$ cat src/rtl/ecpri_tx.sv
// ecpri_tx: eCPRI Remote Memory Access (message type 0x04) response transmitter.
// Builds the 16-byte response header and streams it on a byte bus with a
// valid/ready handshake. Read responses append L data bytes fetched one at a
// time from local memory (read strobe, one wait cycle, then present the byte).
// A one-deep pending slot absorbs one request that arrives while busy.
module ecpri_tx #(
    parameter logic [3:0]  ECPRI_REV  = 4'h1,
    parameter logic [15:0] ELEMENT_ID = 16'h0000,
    parameter int          MEM_ADDR_W = 8
) (
    input  logic                  clk,
    input  logic                  reset,
    input  logic                  send_write_resp,
    input  logic                  send_read_resp,
    input  logic [7:0]            info_to_tx,
    input  logic [7:0]            tx_payload_len,
    input  logic [MEM_ADDR_W-1:0] rd_base_addr,
    output logic                  mem_rd_en,
    output logic [MEM_ADDR_W-1:0] mem_rd_addr,
    input  logic [7:0]            mem_rd_data,
    output logic [7:0]            tx_buff,
    output logic                  tx_valid,
    input  logic                  tx_ready,
    output logic                  tx_sop,
    output logic                  tx_eop,
    output logic                  busy,
    output logic                  req_overflow
);

    typedef enum logic [2:0] {
        IDLE    = 3'd0,
        HDR     = 3'd1,
        RD_REQ  = 3'd2,
        RD_WAIT = 3'd3,
        DATA    = 3'd4
    } state_t;

    typedef struct packed {
        logic                  is_read;
        logic [7:0]            id;
        logic [7:0]            len;
        logic [MEM_ADDR_W-1:0] addr;
    } req_t;

    state_t                state_reg;
    req_t                  cur_reg;
    req_t                  pend_reg;
    logic                  pend_valid_reg;
    logic [4:0]            cnt_reg;
    logic [7:0]            idx_reg;
    logic [7:0]            tx_buff_reg;
    logic                  tx_valid_reg;
    logic                  tx_sop_reg;
    logic                  tx_eop_reg;
    logic                  mem_rd_en_reg;
    logic [MEM_ADDR_W-1:0] mem_rd_addr_reg;
    logic                  overflow_reg;

    // Arbitration results for this cycle
    req_t                  cand [3];
    logic                  cand_v [3];
    logic                  avail;
    logic                  start_go;
    req_t                  start_req;
    logic                  pend_valid_next;
    req_t                  pend_next;
    logic                  overflow_set;

    logic                  accept;
    logic                  eop_accept;
    logic                  hdr_only;

    assign accept     = tx_valid_reg & tx_ready;
    assign eop_accept = accept & tx_eop_reg;
    // Write responses and zero-length reads end with the header.
    assign hdr_only   = !cur_reg.is_read || (cur_reg.len == 8'd0);

    // Header byte n of the frame described by r.
    function automatic logic [7:0] hdr_byte(input logic [3:0] n, input req_t r);
        logic [15:0] size;
        logic [47:0] a48;
        logic [7:0]  b;
        size = 16'd12 + (r.is_read ? {8'h00, r.len} : 16'h0000);
        a48  = 48'(r.addr);
        case (n)
            4'd0:    b = {ECPRI_REV, 4'h0};
            4'd1:    b = 8'h04;
            4'd2:    b = size[15:8];
            4'd3:    b = size[7:0];
            4'd4:    b = r.id;
            4'd5:    b = r.is_read ? 8'h01 : 8'h11;
            4'd6:    b = ELEMENT_ID[15:8];
            4'd7:    b = ELEMENT_ID[7:0];
            4'd8:    b = a48[47:40];
            4'd9:    b = a48[39:32];
            4'd10:   b = a48[31:24];
            4'd11:   b = a48[23:16];
            4'd12:   b = a48[15:8];
            4'd13:   b = a48[7:0];
            4'd14:   b = 8'h00;
            default: b = r.len;
        endcase
        return b;
    endfunction

    // Request arbitration: pending slot first, then read, then write; when a
    // frame can start the first candidate starts, the next fills the slot and
    // anything left is dropped as overflow.
    always_comb begin
        avail           = (state_reg == IDLE) || eop_accept;
        cand[0]         = pend_reg;
        cand_v[0]       = pend_valid_reg && avail;
        cand[1]         = '{is_read: 1'b1, id: info_to_tx, len: tx_payload_len, addr: rd_base_addr};
        cand_v[1]       = send_read_resp;
        cand[2]         = '{is_read: 1'b0, id: info_to_tx, len: tx_payload_len, addr: rd_base_addr};
        cand_v[2]       = send_write_resp;
        start_go        = 1'b0;
        start_req       = '0;
        pend_valid_next = avail ? 1'b0 : pend_valid_reg;
        pend_next       = pend_reg;
        overflow_set    = 1'b0;
        for (int i = 0; i < 3; i++) begin
            if (cand_v[i]) begin
                if (avail && !start_go) begin
                    start_go  = 1'b1;
                    start_req = cand[i];
                end else if (!pend_valid_next) begin
                    pend_valid_next = 1'b1;
                    pend_next       = cand[i];
                end else begin
                    overflow_set = 1'b1;
                end
            end
        end
    end

    // Frame FSM with registered byte-bus and memory-read outputs.
    always_ff @(posedge clk) begin
        if (reset) begin
            state_reg       <= IDLE;
            cur_reg         <= '0;
            pend_reg        <= '0;
            pend_valid_reg  <= 1'b0;
            cnt_reg         <= 5'd0;
            idx_reg         <= 8'd0;
            tx_buff_reg     <= 8'd0;
            tx_valid_reg    <= 1'b0;
            tx_sop_reg      <= 1'b0;
            tx_eop_reg      <= 1'b0;
            mem_rd_en_reg   <= 1'b0;
            mem_rd_addr_reg <= '0;
            overflow_reg    <= 1'b0;
        end else begin
            pend_valid_reg <= pend_valid_next;
            pend_reg       <= pend_next;
            if (overflow_set) begin
                overflow_reg <= 1'b1;
            end
            case (state_reg)
                IDLE: begin
                    // frame start is handled below
                end
                HDR: begin
                    if (accept) begin
                        tx_sop_reg <= 1'b0;
                        if (cnt_reg == 5'd15) begin
                            tx_valid_reg <= 1'b0;
                            tx_eop_reg   <= 1'b0;
                            if (tx_eop_reg) begin
                                state_reg <= IDLE;
                            end else begin
                                mem_rd_en_reg   <= 1'b1;
                                mem_rd_addr_reg <= cur_reg.addr;
                                state_reg       <= RD_REQ;
                            end
                        end else begin
                            cnt_reg     <= cnt_reg + 5'd1;
                            tx_buff_reg <= hdr_byte(4'(cnt_reg + 5'd1), cur_reg);
                            tx_eop_reg  <= (cnt_reg == 5'd14) && hdr_only;
                        end
                    end
                end
                RD_REQ: begin
                    mem_rd_en_reg <= 1'b0;
                    state_reg     <= RD_WAIT;
                end
                RD_WAIT: begin
                    tx_buff_reg  <= mem_rd_data;
                    tx_valid_reg <= 1'b1;
                    tx_eop_reg   <= (idx_reg == 8'(cur_reg.len - 8'd1));
                    state_reg    <= DATA;
                end
                DATA: begin
                    if (accept) begin
                        tx_valid_reg <= 1'b0;
                        tx_eop_reg   <= 1'b0;
                        if (tx_eop_reg) begin
                            state_reg <= IDLE;
                        end else begin
                            idx_reg         <= idx_reg + 8'd1;
                            mem_rd_en_reg   <= 1'b1;
                            mem_rd_addr_reg <= cur_reg.addr + MEM_ADDR_W'(idx_reg + 8'd1);
                            state_reg       <= RD_REQ;
                        end
                    end
                end
                default: begin
                    state_reg <= IDLE;
                end
            endcase
            // A new frame starts from IDLE or directly after the eop byte is taken.
            if (start_go) begin
                cur_reg      <= start_req;
                state_reg    <= HDR;
                cnt_reg      <= 5'd0;
                idx_reg      <= 8'd0;
                tx_valid_reg <= 1'b1;
                tx_sop_reg   <= 1'b1;
                tx_eop_reg   <= 1'b0;
                tx_buff_reg  <= hdr_byte(4'd0, start_req);
            end
        end
    end

    assign tx_buff      = tx_buff_reg;
    assign tx_valid     = tx_valid_reg;
    assign tx_sop       = tx_sop_reg;
    assign tx_eop       = tx_eop_reg;
    assign mem_rd_en    = mem_rd_en_reg;
    assign mem_rd_addr  = mem_rd_addr_reg;
    assign req_overflow = overflow_reg;
    assign busy         = (state_reg != IDLE) || pend_valid_reg;

endmodule

$ cat config.mk
export PLATFORM = sky130hd
export DESIGN_NAME = ecpri_tx
export DESIGN_NICKNAME = d
export VERILOG_FILES = /design/src/rtl/ecpri_tx.sv
export SDC_FILE = /design/constraint.sdc
export NUM_CORES = 1
export LEC_CHECK = 0
export ABC_AREA = 1
export CAP_MARGIN = 15
export CORE_ASPECT_RATIO = 0.9
export CORE_MARGIN = 2
export CORE_UTILIZATION = 60
export DETAILED_ROUTE_END_ITERATION = 10
export HOLD_SLACK_MARGIN = 0.03
export PLACE_DENSITY = 0.84
export SYNTH_ARGS = -nofsm -noshare
export SYNTH_HDL_FRONTEND = slang
export SYNTH_SLANG_ARGS = --single-unit
$ cat constraint.sdc
create_clock -name clk -period 3.12 [get_ports clk]
set_input_delay 0.312 -clock clk [delete_from_list [all_inputs] [get_ports clk]]
set_output_delay 0.312 -clock clk [all_outputs]
set_load 0.02 [all_outputs]
Word level (Yosys, flattened, before mapping)
Cells that the tools add are included.
{ "totals": {"inputBits": 37, "register_bits": 88} }
{ "classes": {"n_addsub": 5, "bitwise": 5, "eq_ne": 32, "muxes": 68, "reduce_logical": 35} }
{ "op_table": {"columns": ["operator", "count"], "rows": [
  ["2-to-1 mux 25 bit", 12],
  ["2-to-1 mux 8 bit", 8],
  ["case mux 8 bit (8 select lines)", 1],
  ["2-to-1 mux 1 bit", 35],
  ["case mux 8 bit (2 select lines)", 2],
  ["equality test 4 bit (second input constant)", 7],
  ["equality test 4 x 3 -> 1 bit (second input constant)", 4],
  ["AND reduction 4 bit", 4],
  ["case mux 3 bit (5 select lines)", 1],
  ["AND reduction 3 bit", 5],
  ["!= test 2 bit (second input constant)", 7],
  ["!= test 3 bit (second input constant)", 4],
  ["nonzero test 3 bit", 4],
  ["equality test 5 x 4 -> 1 bit (second input constant)", 2],
  ["2-to-1 mux 5 bit", 2],
  ["adder 4 x 8 -> 9 bit (first input constant)", 1],
  ["2-to-1 mux 3 bit", 3],
  ["case mux 1 bit (3 select lines)", 3],
  ["adder 8 x 1 -> 8 bit (second input constant)", 1],
  ["adder 8 bit", 1],
  ["equality test 4 x 2 -> 1 bit (second input constant)", 2],
  ["equality test 8 bit", 1],
  ["zero test 8 bit", 1],
  ["nonzero test 2 bit", 4],
  ["19 further kinds", 30]
]} }

Depth between registers and ports, before layout
{ "depth": {"ltp_word": 15, "mapped_depth": 17, "ltp_nobuf": 17} }

Worst setup path before layout
Ideal clock, no wire load.
{ "synth_timing": {"path_type": "flip-flop to flip-flop", "start": "register idx_reg[0]", "end": "register mem_rd_addr_reg[7] (netlist: mem_rd_addr[7])", "period_less_slack_ps": 2119, "path_buffers": 0, "slack_ps": 1001, "stages_incl_launch_ff": 18, "required_ps": 3011, "t_arrival_ps": 2011, "path_cell_list": "dfxtp_1 -> inv_1 -> nor2_1 -> nand3_1 -> xor2_1 -> inv_1 -> ha_1 -> nand2_1 -> o21ai_0 -> inv_1 -> nand2_1 -> inv_1 -> nand2_1 -> nand3_1 -> nand2_1 -> nand3_1 -> nand2_1 -> inv_1"} }
{ "synth_between": {"elab_chain_cells": 5} }
{ "synth_lines": {"columns": ["item", "line", "source"], "rows": [
  ["start, declared", "50", "logic [7:0] idx_reg;"],
  ["start signal, assigned", "200", "idx_reg <= idx_reg + 8'd1;"],
  ["adder 8 x 1 -> 8 bit", "202", "mem_rd_addr_reg <= cur_reg.addr + MEM_ADDR_W'(idx_reg + 8'd1);"],
  ["adder 8 bit", "202", null],
  ["2-to-1 mux 8 bit", "197", "if (tx_eop_reg) begin"],
  ["2-to-1 mux 8 bit", "194", "if (accept) begin"],
  ["case mux 8 bit (2 select lines)", "159", "case (state_reg)"],
  ["end signal, assigned", "173", "mem_rd_addr_reg <= cur_reg.addr;"],
  ["end signal, assigned", "202", null],
  ["end, declared", "56", "logic [MEM_ADDR_W-1:0] mem_rd_addr_reg;"]
]} }
Every way passes these cells. The select of a mux whose other input is x is not followed.
A chain may end at the register's enable or synchronous reset.

Worst setup path after layout
Same ends and word-level chain as after synthesis.

==> flow_summary.yaml <==
grt:
  grt_overflow: 0
  first_global_vias: 4675
  grt_first_pass_wirelength_mm: 22.5
  grt_util_all_layers: 0.310
  largest_net_degree_at_the_start_of_global_routing: 35
  initial_antenna_violation_count: 0
detailed_routing:
  final_antenna_net_count: 0
  met1_length_mm: 6.22
  topRoutingLayerUsed: "met4"
  drt_pass1_iterations: 5
  drt-initial-drc-count: 531
  route.detailed.wl_per_inst_um: 15.1
  drt-total-wl_mm: 13.9
  vias_per_cell: 5.59
  wl_met2_mm: 6.11
  dr_wl_met3_mm: 1.29
  via_count: 5142
  drcViolationCount: 0
worst_setup_path:
  crit_path_max_fo: 5
  end_kind: "flip-flop"
  critPathLaunchType: "flip-flop"
  cp.required_ns: 3.41
  timing.setup.critical_path_class: "reg -> reg"
  timing.rr.start: "idx_reg[0]"
  setup.reg_to_reg.worst_slack_ns: 0.68
  r2r-end: "mem_rd_addr[7]"
  r2r.worst_path.cells: 17
  timing.critical_path.arrival_ns: 2.74
synth:
  post-synth-top-area-fraction: 0.350
  synth_ff_type: "dfxtp_1"
  netlist-cell-type-count: 40
  synth_simple_gate_area_share: 0.313
  synth_top_family_by_area: "simple AND/OR/NAND/NOR gates"
  yosys_warnings: 0
  synthesis.nets: 818
  synth_seq_area_share: 0.350
  mux_cell_area_share_after_synthesis: 0
  synth-xor-area-share: 0.0313
  synth_adder_area_share: 0.0462
  synth_edf_count: 0
  area_fraction_in_compound_gates_after_synthesis: 0.153
  ys_async_sr_fraction: 0
  synth_area_leader_cell: "dfxtp_1"
  syn_area_mm2: 0.00503
  synth.avg_cell_area_um2: 6.60
  synth_cells: 763
  yosys_register_bits: 88
  synth_top_cells_by_area: "dfxtp_1, nand2_1, inv_1"
die:
  io_pins: 59
  design.core.area_mm2: 0.00811
  floorplan.die.height_um: 90.9
  floorplan.die_area_mm2: 0.00914
  floorplan.rows: 31
  die-width_um: 101
  initial_utilization: 0.621
timing:
  rsz0062_at_grt: "false"
  setup_violation_total_in_the_final_timing_report: 0
  period_minus_slack_ns: 2.44
  fin_setup_tns_ns: 0
  maxClockFrequency_mhz: 409
  worst_slew_margin_rel: 0.486
  hold_viol_final: 0
  min_period_over_period: 0.783
  hold_slack_ns: 0.470
  tightest_slew_ns: 0.765
  timing_max_transition_violations_final: 0
  fin_worst_skew_ns: 0.0146
final_layout:
  antenna-diode-count: 0
  layout-area-overhead-vs-synth_pct: 16.8
  final_net_count: 871
  fraction_of_final_layout_cells_with_drive_strength_greater_than_1: 0.0572
  final_core_utilization: 0.725
cts:
  number_of_h_tree_branching_levels: 3
  clk_path_buf_depth: 2
  tritoncts_num_sinks: 88
  clk_pin_slew_worst_paths_ns: 0.10
  post_cts_resize_count: 0
  tritoncts: "built"
  num_cts_buffers: 9
  clock_insertion_delay_at_the_later_pin_of_the_skew_report_ns: 0.38
  root_buffer: "clkbuf_8"
  cts_hold_buffers: 0
  postCtsSetupRepairBufs: 0
pwr:
  swShare: 0.369
  sequentialPowerShare: 0.439
  internal_power_uw: 2000
  pwr_density_cell_mw_per_mm2: 540
  power_switching_uw: 1170
  clkPwrFrac: 0.268
  vdd_ir_drop_max_mv: 0.327
  cell_leakage_power_uw: 0.00277
  comb_power_share: 0.292
hold_path:
  timing.hold.worst.start: "tx_buff[6]"
  whs_endpoint: "tx_buff[6]"
  timing.hold.worst.class: "reg -> reg"
  hold_path_depth: 2
outcome:
  outcome: "complete, no violations"
place:
  buffer_ports.inserted: 58
  place.detailed.hpwl_mm: 10.5
  gp_congestion: 0.953
flow_run:
  drv.max_cap_violation_count: 0
[cell families after synthesis]
| group | count (synthesis) |
|---|---|
| adder cells (fa/ha/maj) | 18 |
| AO/OA/AOI/OAI | 129 |
| XOR/XNOR | 18 |
| flip-flops | 88 |
| AND/OR/NAND/NOR | 376 |
| buffers and inverters | 134 |
[Yosys cell counts, types with 3 or more instances]
| cell | number |
|---|---|
| nand2_1 | 202 |
| inv_1 | 105 |
| nor2_1 | 96 |
| dfxtp_1 | 88 |
| o21ai_0 | 51 |
| nand3_1 | 48 |
| a21oi_1 | 40 |
| ha_1 | 17 |
| xor2_1 | 15 |
| o211ai_1 | 10 |
| clkbuf_1 | 9 |
| nand4_1 | 8 |
| o221ai_1 | 8 |
| buf_2 | 6 |
| inv_2 | 6 |
| a211oi_1 | 5 |
| nor3_1 | 5 |
| nor2_2 | 4 |
| a22o_1 | 3 |
| a31oi_1 | 3 |
| buf_1 | 3 |
| buf_4 | 3 |
| nand2_2 | 3 |
| o21a_1 | 3 |
| xnor2_1 | 3 |
[cell type report]
| cell class | instances | area (µm²) |
|---|---|---|
| Clock buffer | 9 | 124 |
| Clock inverter | 7 | 83.8 |
| Fill cell | 684 | 2230 |
| Inverter | 111 | 417 |
| Multi-Input combinational cell | 541 | 2730 |
| Sequential cell | 88 | 1760 |
| Tap cell | 99 | 124 |
| Timing Repair Buffer | 65 | 633 |
[power groups by stage]
stage / clock (µW) / sequential [µW] / combinational (µW)
finish: 852 / 1390 / 927
detailed placement: 0 / 1410 / 914
CTS: 853 / 1390 / 919
global placement: 0 / 1410 / 880
floorplan: 0 / 1400 / 632
global route: 895 / 1410 / 1030
[worst max path at each step]
stage / to / slack, ns / start / cells after the start
6_report: mem_rd_addr[7] / 0.68 / idx_reg[0] / 17
5_1_grt: mem_rd_addr[7] / 0.40 / idx_reg[0] / 17
4_1_cts: mem_rd_addr[7] / 0.72 / idx_reg[0] / 17
3_5_place_dp: cand[72] / 0.70 / tx_ready / 11
3_3_place_gp: mem_rd_addr[7] / 0.85 / idx_reg[0] / 17
2_1_floorplan: mem_rd_addr[7] / 1.00 / idx_reg[0] / 17
[worst max-delay path, stage by stage (launching register included)]
cell     delay (ns)
dfxtp_1        0.40
inv_1          0.10
nor2_1         0.28
nand3_1        0.15
xor2_1         0.20
inv_1          0.07
ha_1           0.36
nand2_1        0.09
o21ai_0        0.16
inv_1          0.05
nand2_1        0.07
inv_1          0.04
nand2_1        0.06
nand3_1        0.07
nand2_1        0.08
nand3_1        0.06
nand2_1        0.06
inv_1          0.03
[metal layers]
metal	up-vias	global-route usage
met2	247	0.482
met4	0	0.0902
met3	26	0.0635
met5	-	0
li1	2540	-
met1	2329	0.434
[per-stage QoR]
step | cells | instance area, µm² | setup slack (ns) | power (µW)
global placement | 904 | 5670 | 0.845 | 2290
CTS | 920 | 5880 | 0.717 | 3160
global route | 920 | 5880 | 0.401 | 3330
floorplan | 763 | 5030 | 1.00 | 2040
detailed placement | 904 | 5670 | 0.700 | 2330
finish | 920 | 5880 | 0.677 | 3170
[cell usage in the layout, fill, tap and decap left out, types with 2 or more instances in the layout]
cell / n
a211oi_1: 5
nand2_4: 2
clkbuf_8: 9
nand3_2: 2
or2_2: 2
dfxtp_1: 88
inv_1: 105
nand3_1: 48
nand4_1: 8
o21a_1: 3
o221ai_1: 8
nand2_1: 202
a22o_1: 3
inv_2: 6
clkdlybuf4s50_1: 58
o211ai_1: 10
nand2_2: 3
ha_1: 17
nor2_1: 96
a21oi_1: 40
nor3_1: 5
xnor2_1: 3
inv_6: 4
o21ai_0: 51
nor2_2: 4
buf_4: 7
a31oi_1: 3
xor2_1: 15
Power figures use the tool's default switching activity.
